### src/rtl/rr_mux4_pkg.sv
// Shared types and select encoding for the
// four-way round-robin mux arbiter.
package rr_mux4_pkg;

  typedef enum logic {
    IDLE  = 1'b0,
    GRANT = 1'b1
  } state_e;

  localparam logic [1:0] SEL_A = 2'b00;
  localparam logic [1:0] SEL_B = 2'b01;
  localparam logic [1:0] SEL_C = 2'b11;
  localparam logic [1:0] SEL_D = 2'b10;

  function automatic logic [1:0] idx_to_sel(
    input logic [1:0] idx
  );
    logic [1:0] s;
    unique case (idx)
      2'd0:    s = SEL_A;
      2'd1:    s = SEL_B;
      2'd2:    s = SEL_C;
      default: s = SEL_D;
    endcase
    return s;
  endfunction

endpackage

### src/rtl/rr_mux4_arbiter_pick.sv
// Combinational round-robin picker: first set
// candidate bit searching from ptr upward, mod 4.
module rr_pick4 (
  input  logic [3:0] cand,
  input  logic [1:0] ptr,
  output logic       found,
  output logic [1:0] idx
);

  logic [3:0] rot;
  logic [1:0] off;

  always_comb begin
    rot = 4'b0000;
    for (int k = 0; k < 4; k++) begin
      rot[k] = cand[ptr + 2'(k)];
    end
  end

  // Descending scan so the lowest offset wins.
  always_comb begin
    off = 2'd0;
    for (int k = 3; k >= 0; k--) begin
      if (rot[k]) off = 2'(k);
    end
  end

  assign found = |cand;
  assign idx   = ptr + off;

endmodule

### src/rtl/rr_mux4_arbiter.sv
// Round-robin arbiter driving a 4:1 data mux
// select, one-hot grant and a valid/ready output.
module rr_mux4_arbiter
  import rr_mux4_pkg::*;
#(
  parameter int         W         = 8,
  parameter logic [1:0] RESET_PTR = 2'd0
) (
  input  logic           clk,
  input  logic           rst_n,
  input  logic [3:0]     req,
  input  logic [4*W-1:0] in_data,
  input  logic           out_ready,
  output logic           out_valid,
  output logic [W-1:0]   out_data,
  output logic [3:0]     gnt,
  output logic [3:0]     ack,
  output logic           sel_s1,
  output logic           sel_s2,
  output logic           busy
);

  state_e       state_q, state_d;
  logic [1:0]   ptr_q, ptr_d;
  logic [1:0]   widx_q, widx_d;
  logic [3:0]   gnt_q, gnt_d;
  logic [1:0]   sel_q, sel_d;
  logic [W-1:0] data_q, data_d;

  logic       xfer;
  logic [3:0] cand;
  logic [1:0] pptr;
  logic       found;
  logic [1:0] pidx;

  assign xfer = (state_q == GRANT) & out_ready;

  // On a transfer the pointer has already moved
  // past the winner, and the winner is masked out.
  assign cand = xfer ? (req & ~gnt_q) : req;
  assign pptr = xfer ? (widx_q + 2'd1) : ptr_q;

  rr_pick4 u_pick (
    .cand  (cand),
    .ptr   (pptr),
    .found (found),
    .idx   (pidx)
  );

  always_comb begin
    state_d = state_q;
    ptr_d   = ptr_q;
    widx_d  = widx_q;
    gnt_d   = gnt_q;
    sel_d   = sel_q;
    data_d  = data_q;
    unique case (state_q)
      IDLE: begin
        if (found) begin
          state_d = GRANT;
          widx_d  = pidx;
          gnt_d   = 4'b0001 << pidx;
          sel_d   = idx_to_sel(pidx);
          data_d  = in_data[int'(pidx)*W +: W];
        end
      end
      GRANT: begin
        if (xfer) begin
          ptr_d = widx_q + 2'd1;
          if (found) begin
            widx_d = pidx;
            gnt_d  = 4'b0001 << pidx;
            sel_d  = idx_to_sel(pidx);
            data_d = in_data[int'(pidx)*W +: W];
          end else begin
            state_d = IDLE;
            gnt_d   = 4'b0000;
          end
        end
      end
      default: state_d = IDLE;
    endcase
  end

  always_ff @(posedge clk or negedge rst_n) begin
    if (!rst_n) begin
      state_q <= IDLE;
      ptr_q   <= RESET_PTR;
      widx_q  <= 2'd0;
      gnt_q   <= 4'b0000;
      sel_q   <= SEL_A;
      data_q  <= '0;
    end else begin
      state_q <= state_d;
      ptr_q   <= ptr_d;
      widx_q  <= widx_d;
      gnt_q   <= gnt_d;
      sel_q   <= sel_d;
      data_q  <= data_d;
    end
  end

  assign out_valid = (state_q == GRANT);
  assign busy      = (state_q == GRANT);
  assign out_data  = data_q;
  assign gnt       = gnt_q;
  assign ack       = xfer ? gnt_q : 4'b0000;
  assign sel_s1    = sel_q[1];
  assign sel_s2    = sel_q[0];

endmodule

### config.mk
export PLATFORM = sky130hd
export DESIGN_NAME = rr_mux4_arbiter
export DESIGN_NICKNAME = d
export VERILOG_FILES = /design/src/rtl/rr_mux4_pkg.sv /design/src/rtl/rr_mux4_arbiter_pick.sv /design/src/rtl/rr_mux4_arbiter.sv
export SDC_FILE = /design/constraint.sdc
export NUM_CORES = 1
export LEC_CHECK = 0
export CORE_MARGIN = 3
export CORE_UTILIZATION = 48
export CTS_BUF_LIST = sky130_fd_sc_hd__clkbuf_4
export DETAILED_ROUTE_END_ITERATION = 8
export PLACE_DENSITY_LB_ADDON = 0.12
export SLEW_MARGIN = 15
export SYNTH_ARGS = -nofsm -noshare
export SYNTH_HDL_FRONTEND = slang
export SYNTH_SLANG_ARGS = --single-unit
### constraint.sdc
create_clock -name clk -period 8.69 [get_ports clk]
set_input_delay 2.607 -clock clk [delete_from_list [all_inputs] [get_ports clk]]
set_output_delay 2.607 -clock clk [all_outputs]
set_load 0.05 [all_outputs]
==> qor.txt, run 1 <==
crit share post-route - 0.811
switching fraction of total power - 0.513
Non-Filler Cell Area, Final - 2020 um^2
Initial DRT Pass Iterations - 4
Total Die Area - 3650 um^2
Hold Crit Depth - 2
post-synth design cell area - 1420 um^2
DR iter-0 viols - 153
fill cell count - 225
clock latency on the worst-skew pair - 290 ps
clock buffer depth - 2
status - completed
setup TNS after final layout - 0 ps
fin crit period - 7050 ps
total cell area at the placement stage - 1990 um^2
Max IR drop VDD - 0.395 mV
Initial Util - 0.511
number of global-route vias before repair - 1422
via count - 1449
part of the power in the clock network - 0.062
share of the synthesized area in the top cell type - 0.334
Startpoint Class - primary input
Max transition margin - 0.376
most frequently used cell type in the post-synthesis netlist - sky130_fd_sc_hd__dfrtp_1
synthesis-to-finish area growth - 42.0%
post-DP HPWL - 2.92 mm
total wire length - 3.92 mm
total DRC errors in the routed layout - 0
Setup CP Type - primary input to output port
final weighted congestion in routability-driven placement - 0.857
required time of the critical path - 6080 ps
postcts setup bufs - 0
sink count of the clock tree - 19
initial antenna violation count - 0
Power Internal - 0.375 mW
clock edge transition at the registers on the reported setup and hold paths - 100 ps
Synth Flop Type - sky130_fd_sc_hd__dfrtp_1
wire length of the first global-routing pass - 6.41 mm
total I/O pin count - 59
all-layer global routing usage - 0.230
Leak - 0.859 nW
sequential element share of the synthesized area - 0.334
post-synthesis cell type with the largest combined area - sky130_fd_sc_hd__dfrtp_1
final hold violation count - 0
Sequential Power Share - 0.207
arrival time worst endpoint - 4440 ps
count of warnings emitted by yosys - 0
R2R cell count - 10
fin. max-slew vios - 0
fraction of final layout cells sized beyond drive strength 1 - 0.0773
number of cells produced by synthesis - 157
final routed wire length divided by cell count - 16.5 um
peak fanout along the critical path - 13
unrepaired setup endpoints after global routing - false
Cell variety after synth - 45
total core area - 2780 um^2
H-tree depth - 1
Avg Cell Area, Syn - 9.06 um^2
post-synthesis sequential element count - 19
antenna fix cells - 0
clock tree from TritonCTS - built
# port buffers - 58
antenna-violating nets left - 0
TritonCTS Buffers - 3
leading cell types by count after synthesis - sky130_fd_sc_hd__dfrtp_1, sky130_fd_sc_hd__mux2i_1, sky130_fd_sc_hd__nand2_1
cells taking the most area after synthesis - sky130_fd_sc_hd__dfrtp_1, sky130_fd_sc_hd__mux2i_1, sky130_fd_sc_hd__nand2_1, sky130_fd_sc_hd__a211o_1, sky130_fd_sc_hd__o311ai_1
setup-violating endpoint count in the final report - 0
Worst Clk Skew - 1.21 ps
die extent in x - 60.4 um
Synth async-reset ratio - 1.00
crit path capture type - output port
total of hold buffers inserted after clock tree synthesis - 0
# nets final - 248
Pwr per Cell Area - 381 nW/um^2
post_cts resized - 0
maximum number of pins on one net before global-route repair - 36
Achievable Freq - 0.142 GHz
transition time at the pin with the least slew margin - 936 ps
Die Height - 60.4 um
vias per std cell - 6.09
global-route congestion overflow total - 0
post-synth net total - 197
Post-synth EDFFs - 0
Placement Rows - 19
switching component of the power - 0.394 mW
MaxCap Viol Count - 0
Logic pwr share - 0.732
clock root buffer - sky130_fd_sc_hd__clkbuf_4
worst hold path class - flip-flop to flip-flop
==> layout make-up <==
| type | instances | area, um^2 | area share |
|---|---|---|---|
| multi-input cells | 117 | 853 | 0.423 |
| clock buffers | 4 | 30.0 | 0.0149 |
| flip-flops and latches | 19 | 475 | 0.235 |
| well taps | 31 | 38.8 | 0.0192 |
| inverters | 7 | 26.3 | 0.0130 |
| repair buffers | 60 | 596 | 0.295 |
==> worst paths after layout <==
check	start	to	slack [ps]
max	out_ready	ack[0]	1640
max reg2reg	busy	sel_q[0]	5120
min reg2reg	out_data[4]	out_data[4]	500
min in group asynchronous	rst_n	out_data[0]	2790
max in group asynchronous	rst_n	sel_q[0]	5380
min	out_data[4]	out_data[4]	500
==> kinds of logic (layout without fill, tap and decap cells) <==
| logic type | after synthesis | count (layout) | share of synthesized area |
|---|---|---|---|
| buf+inv | 21 | 71 | 0.0686 |
| simple gates | 45 | 45 | 0.164 |
| flops | 19 | 19 | 0.334 |
| compound gates | 53 | 53 | 0.296 |
| xor+xnor | 3 | 3 | 0.0185 |
| mux | 15 | 15 | 0.109 |
| fa+ha+maj | 1 | 1 | 0.00879 |
==> power groups by stage <==
stage | Sequential, mW | Clock (mW) | Combinational, mW
floorplan | 0.250 | 0 | 0.327
global placement | 0.158 | 0 | 0.545
detailed placement | 0.160 | 0 | 0.561
CTS | 0.158 | 0.0480 | 0.564
global route | 0.165 | 0.0550 | 0.601
finish | 0.159 | 0.0474 | 0.562
==> through the flow <==
step	util	hold slack, ps	worst slack, ps	cells	total power [mW]
detailed placement	0.715	479	1690	234	0.721
floorplan	-	541	2840	157	0.577
CTS	0.726	505	1660	238	0.771
global route	0.726	525	1590	238	0.821
finish	0.726	500	1640	238	0.769
global placement	0.715	461	1730	234	0.703
==> metal layers <==
metal  routed length (um)  part of all wire  vias to the layer above  track usage
met5                    0                 0                        -            0
met4                   19            0.0049                        0       0.0557
met3                  309             0.079                        2       0.0745
met2                 1980              0.50                       60        0.406
met1                 1610              0.41                      690        0.273
li1                     -                 -                      697            -
==> layout by cell type, fill, tap and decap left out, drive strengths merged, types with 4 or more instances in the layout <==
| cell | n |
|---|---|
| and3 | 7 |
| nor2 | 6 |
| a21oi | 6 |
| o311ai | 6 |
| o21ai | 7 |
| clkbuf | 4 |
| nand2b | 4 |
| clkdlybuf4s50 | 58 |
| nand2 | 14 |
| mux2i | 14 |
| o31ai | 6 |
| inv | 7 |
| dfrtp | 19 |
| a211o | 6 |
==> state kept, by name (all words and copies together) (netlist names) <==
| name | count |
|---|---|
| out_data | 8 |
| gnt | 4 |
| ptr_q | 2 |
| sel_q | 2 |
| widx_q | 2 |
| busy | 1 |
==> critical path, stage by stage <==
cell	delay (ps)
sky130_fd_sc_hd__clkdlybuf4s50_1	730
sky130_fd_sc_hd__and3_1	280
sky130_fd_sc_hd__clkdlybuf4s50_1	820
Note: power is estimated with default switching activity, not from simulation.
==> run 2: changes to the inputs <==
--- a/config.mk
+++ b/config.mk
@@ -6,7 +6,7 @@
 export NUM_CORES = 1
 export LEC_CHECK = 0
 export CORE_MARGIN = 3
-export CORE_UTILIZATION = 48
+export CORE_UTILIZATION = 44
 export CTS_BUF_LIST = sky130_fd_sc_hd__clkbuf_4
 export DETAILED_ROUTE_END_ITERATION = 8
 export PLACE_DENSITY_LB_ADDON = 0.12
==> constraint.sdc (replaced) <==
create_clock -name clk -period 7.2 [get_ports clk]
set_input_delay 2.16 -clock clk [delete_from_list [all_inputs] [get_ports clk]]
set_output_delay 2.16 -clock clk [all_outputs]
set_load 0.05 [all_outputs]
==> run 2 against run 1 <==
Non-clock buffer count shrank 1. Clock-buffer cell count is 1 lower. Clock power rose by 28%. Setup slack got worse by 570 ps. Cell area increased by 0.43%. First-iteration DRC count shrank 12%. Routed wire length is 0.89% higher. Power increased by 19%. Largest cell class unchanged. Largest power group unchanged. Highest routed layer unchanged.
==> qor.txt, run 2 (synthesis results as in run 1) <==
status - completed
total cell area at the placement stage - 2000 um^2
sink count of the clock tree - 19
unrepaired setup endpoints after global routing - false
R2R cell count - 11
initial antenna violation count - 0
synthesis-to-finish area growth - 42.6%
wire length of the first global-routing pass - 6.70 mm
arrival time worst endpoint - 3970 ps
DR iter-0 viols - 135
clock tree from TritonCTS - built
most common cell after layout, fill and taps aside - sky130_fd_sc_hd__clkdlybuf4s50_1
vias per std cell - 5.79
peak fanout along the critical path - 13
crit path capture type - output port
global-route congestion overflow total - 0
antenna fix cells - 0
transition time at the pin with the least slew margin - 1000 ps
post_cts resized - 0
crit share post-route - 0.851
final hold violation count - 0
setup TNS after final layout - 0 ps
startpoint of the lowest-slack register-to-register path - busy
via count - 1448
postcts setup bufs - 0
R2R Path End - sel_q[0]
total core area - 3080 um^2
Max IR drop VDD - 0.228 mV
total wire length - 3.95 mm
setup ws final - 1070 ps
Logic pwr share - 0.721
clock latency on the worst-skew pair - 310 ps
worst setup slack before clock tree synthesis - 1100 ps
Final Power - 0.917 mW
Power Internal - 0.443 mW
final weighted congestion in routability-driven placement - 0.920
Initial DRT Pass Iterations - 4
Sequential Power Share - 0.213
most frequent cells in the layout - sky130_fd_sc_hd__clkdlybuf4s50_1, sky130_fd_sc_hd__dfrtp_1, sky130_fd_sc_hd__nand2_1, sky130_fd_sc_hd__mux2i_1
Placement Rows - 20
Max transition margin - 0.329
number of global-route vias before repair - 1407
clock edge transition at the registers on the reported setup and hold paths - 130 ps
total of hold buffers inserted after clock tree synthesis - 0
MaxCap Viol Count - 0
required time of the critical path - 5040 ps
all-layer global routing usage - 0.206
Hold WS - 502 ps
maximum number of pins on one net before global-route repair - 36
total DRC errors in the routed layout - 0
H-tree depth - 1
switching fraction of total power - 0.517
final routed wire length divided by cell count - 15.8 um
post-DP HPWL - 3.02 mm
Hold EP - sel_q[1]
post-route core utilization - 0.659
number of standard cells in the layout, taps in and fillers out - 250
fin. max-slew vios - 0
Worst Clk Skew - 3.34 ps
part of the power in the clock network - 0.066
TritonCTS Buffers - 3
die extent in x - 62.9 um
setup-violating endpoint count in the final report - 0
Leak - 0.850 nW
fraction of final layout cells sized beyond drive strength 1 - 0.0728
fill cell count - 280
Initial Util - 0.462
worst hold path startpoint - sel_q[1]
total I/O pin count - 59
Die Height - 62.9 um
Placed Instances - 246
Achievable Freq - 0.163 GHz
antenna-violating nets left - 0
worst hold path class - flip-flop to flip-flop
Total Die Area - 3950 um^2
clock root buffer - sky130_fd_sc_hd__clkbuf_4
max reg flops - 8
Startpoint Class - primary input
Setup CP Type - primary input to output port
# nets final - 247
fin crit period - 6130 ps
# port buffers - 58
Non-Filler Cell Area, Final - 2030 um^2
switching component of the power - 0.474 mW
Pwr per Cell Area - 452 nW/um^2
Hold Crit Depth - 2
r2r setup slk - 3470 ps
clock buffer depth - 2
[run 2: cell count changes in the layout (fill, tap and decap cells not counted), sizes merged]
cell and delta:
buf -1, clkbuf -1, clkinvlp +1
[run 2: area by class of cell]
type	count	area, um^2	share of cell area
multi-input combinational	117	853	0.421
timing repair buffer	59	588	0.290
sequential	19	475	0.234
tap	44	55.1	0.0271
inverter	7	26.3	0.0130
clock inverter	1	7.51	0.00370
clock buffer	3	22.5	0.0111
[run 2: worst max-delay path by stage]
| stage | startpoint | end | slack (ps) | depth (start not counted) |
|---|---|---|---|---|
| after global routing | out_ready | ack[2] | 990 | 3 |
| after floorplan | out_ready | ack[0] | 2240 | 2 |
| after detailed placement | out_ready | ack[3] | 1100 | 3 |
| after global placement | out_ready | ack[2] | 1130 | 3 |
| final | out_ready | ack[3] | 1070 | 3 |
| after CTS | out_ready | ack[3] | 1100 | 3 |
[run 2: routing by layer]
metal	vias to the layer above	track usage	wire (um)
li1	697	-	-
met1	694	0.262	1620
met2	55	0.373	2080
met3	2	0.0288	243
met4	0	0.0331	15
met5	-	0	0
[run 2: critical path, cell delays in order]
cell and delay [ps]:
sky130_fd_sc_hd__clkdlybuf4s50_1 720, sky130_fd_sc_hd__and3_1 270, sky130_fd_sc_hd__clkdlybuf4s50_1 820
[run 2: power by group through the flow]
stage / clock [mW] / sequential (mW) / combinational [mW]
floorplan: 0 / 0.302 / 0.395
global placement: 0 / 0.194 / 0.650
detailed placement: 0 / 0.196 / 0.664
CTS: 0.0603 / 0.195 / 0.666
global route: 0.0658 / 0.203 / 0.717
finish: 0.0608 / 0.195 / 0.662
==> run 3: changes to the inputs <==
--- a/config.mk
+++ b/config.mk
@@ -6,7 +6,7 @@
 export NUM_CORES = 1
 export LEC_CHECK = 0
 export CORE_MARGIN = 3
-export CORE_UTILIZATION = 44
+export CORE_UTILIZATION = 48
 export CTS_BUF_LIST = sky130_fd_sc_hd__clkbuf_4
 export DETAILED_ROUTE_END_ITERATION = 8
 export PLACE_DENSITY_LB_ADDON = 0.12
==> constraint.sdc (replaced) <==
create_clock -name clk -period 7.14 [get_ports clk]
set_input_delay 2.142 -clock clk [delete_from_list [all_inputs] [get_ports clk]]
set_output_delay 2.142 -clock clk [all_outputs]
set_load 0.05 [all_outputs]
==> run 3 against run 2 <==
Via count up 4.3%. First-iteration DRC count fell by 9.6%. Cell count down 4.8%. Setup slack got worse by 23 ps. Combinational power increased by 4.1%. Sequential power about the same. Clock power shrank 5.9%. Routed wire length increased by 1.3%. Die area fell by 7.6%. Sequential share of layout area grew 0.13 points. Global-route usage increased by 3.4 points.
==> qor.txt, run 3 (synthesis results as in run 1) <==
status - completed
wire length of the first global-routing pass - 6.69 mm
Setup CP Type - primary input to output port
Initial DRT Pass Iterations - 4
clock edge transition at the registers on the reported setup and hold paths - 110 ps
arrival time worst endpoint - 3950 ps
Die Height - 60.4 um
total wire length - 4.00 mm
total I/O pin count - 59
R2R cell count - 11
Total Die Area - 3650 um^2
H-tree depth - 1
clock latency on the worst-skew pair - 310 ps
total DRC errors in the routed layout - 0
Hold EP - out_data[2]
fin. max-slew vios - 0
Max transition margin - 0.383
die extent in x - 60.4 um
post_cts resized - 0
postcts setup bufs - 0
crit share post-route - 0.853
setup ws final - 1050 ps
critical-path cell with the highest stage delay - sky130_fd_sc_hd__clkdlybuf4s50_1
Worst Clk Skew - 17.6 ps
Initial Util - 0.511
number of global-route vias before repair - 1476
total cell area at the placement stage - 1990 um^2
total of hold buffers inserted after clock tree synthesis - 0
Achievable Freq - 0.164 GHz
worst hold path startpoint - out_data[2]
Hold WS - 502 ps
MaxCap Viol Count - 0
Crit path largest cell delay - 820 ps
initial antenna violation count - 0
vias per std cell - 6.34
DR iter-0 viols - 122
# port buffers - 58
setup-violating endpoint count in the final report - 0
fin crit period - 6090 ps
sink count of the clock tree - 19
fraction of final layout cells sized beyond drive strength 1 - 0.0773
Max IR drop VDD - 0.391 mV
CP Cell Sequence - clkdlybuf4s50_1, and3_1, clkdlybuf4s50_1
required time of the critical path - 5000 ps
crit path buf inv count - 2
Startpoint Class - primary input
antenna-violating nets left - 0
clock tree from TritonCTS - built
TritonCTS Buffers - 3
peak fanout along the critical path - 13
worst hold path class - flip-flop to flip-flop
CP most frequent cell - sky130_fd_sc_hd__clkdlybuf4s50_1
Non-Filler Cell Area, Final - 2020 um^2
all-layer global routing usage - 0.240
worst setup slack before clock tree synthesis - 1090 ps
final hold violation count - 0
R2R Path End - out_data[5]
# nets final - 248
clock buffer depth - 2
Placement Rows - 19
Final Power - 0.941 mW
most common cell after layout, fill and taps aside - sky130_fd_sc_hd__clkdlybuf4s50_1
max reg flops - 8
global-route congestion overflow total - 0
r2r setup slk - 3550 ps
family with the most delay on the worst path - buffers and inverters
via count - 1510
startpoint of the lowest-slack register-to-register path - busy
post-DP HPWL - 3.06 mm
crit path capture type - output port
cell count along the critical path - 3
Hold Crit Depth - 2
antenna fix cells - 0
unrepaired setup endpoints after global routing - false
clock root buffer - sky130_fd_sc_hd__clkbuf_4
total core area - 2780 um^2
most frequent cells in the layout - sky130_fd_sc_hd__clkdlybuf4s50_1, sky130_fd_sc_hd__dfrtp_1, sky130_fd_sc_hd__nand2_1, sky130_fd_sc_hd__mux2i_1
synthesis-to-finish area growth - 41.8%
final weighted congestion in routability-driven placement - 0.866
Pwr per Cell Area - 467 nW/um^2
final routed wire length divided by cell count - 16.8 um
transition time at the pin with the least slew margin - 926 ps
Leak - 0.858 nW
maximum number of pins on one net before global-route repair - 36
setup TNS after final layout - 0 ps
-- run 3: through the flow --
stage	util	std cells
after floorplan	-	157
after global placement	0.715	234
after detailed placement	0.715	234
after CTS	0.725	238
after global routing	0.725	238
final	0.725	238
-- run 3: area by class of cell --
type                    count  area (um^2)
fillers                   226          764
well taps                  31         38.8
inverters                   7         26.3
repair buffers             60          596
clock buffers               3         22.5
flip-flops and latches     19          475
multi-input cells         117          853
clock inverters             1         5.00
-- run 3: layer usage --
layer | part of all wire | GRT usage | vias to the layer above
met4 | 0.0060 | 0.0743 | 0
met5 | 0 | 0 | -
li1 | - | - | 701
met1 | 0.42 | 0.301 | 722
met3 | 0.075 | 0.0553 | 4
met2 | 0.50 | 0.412 | 83
-- run 3: how the worst max path moves through the flow --
stage,startpoint,to
after detailed placement,out_ready,ack[0]
final,out_ready,ack[0]
after global routing,out_ready,ack[0]
after floorplan,out_ready,ack[0]
after global placement,out_ready,ack[0]
after CTS,out_ready,ack[0]
-- run 3: where the power goes --
part	switching [mW]	leakage, nW	internal, mW
Combinational	0.414	0.609	0.275
Sequential	0.0394	0.231	0.155
Clock	0.0363	0.0177	0.0209
-- run 3: tightest hold or removal path: stages (launching register included) --
cell	delay (ps)
sky130_fd_sc_hd__dfrtp_1	360
sky130_fd_sc_hd__nand2_1	50
sky130_fd_sc_hd__o311ai_1	60
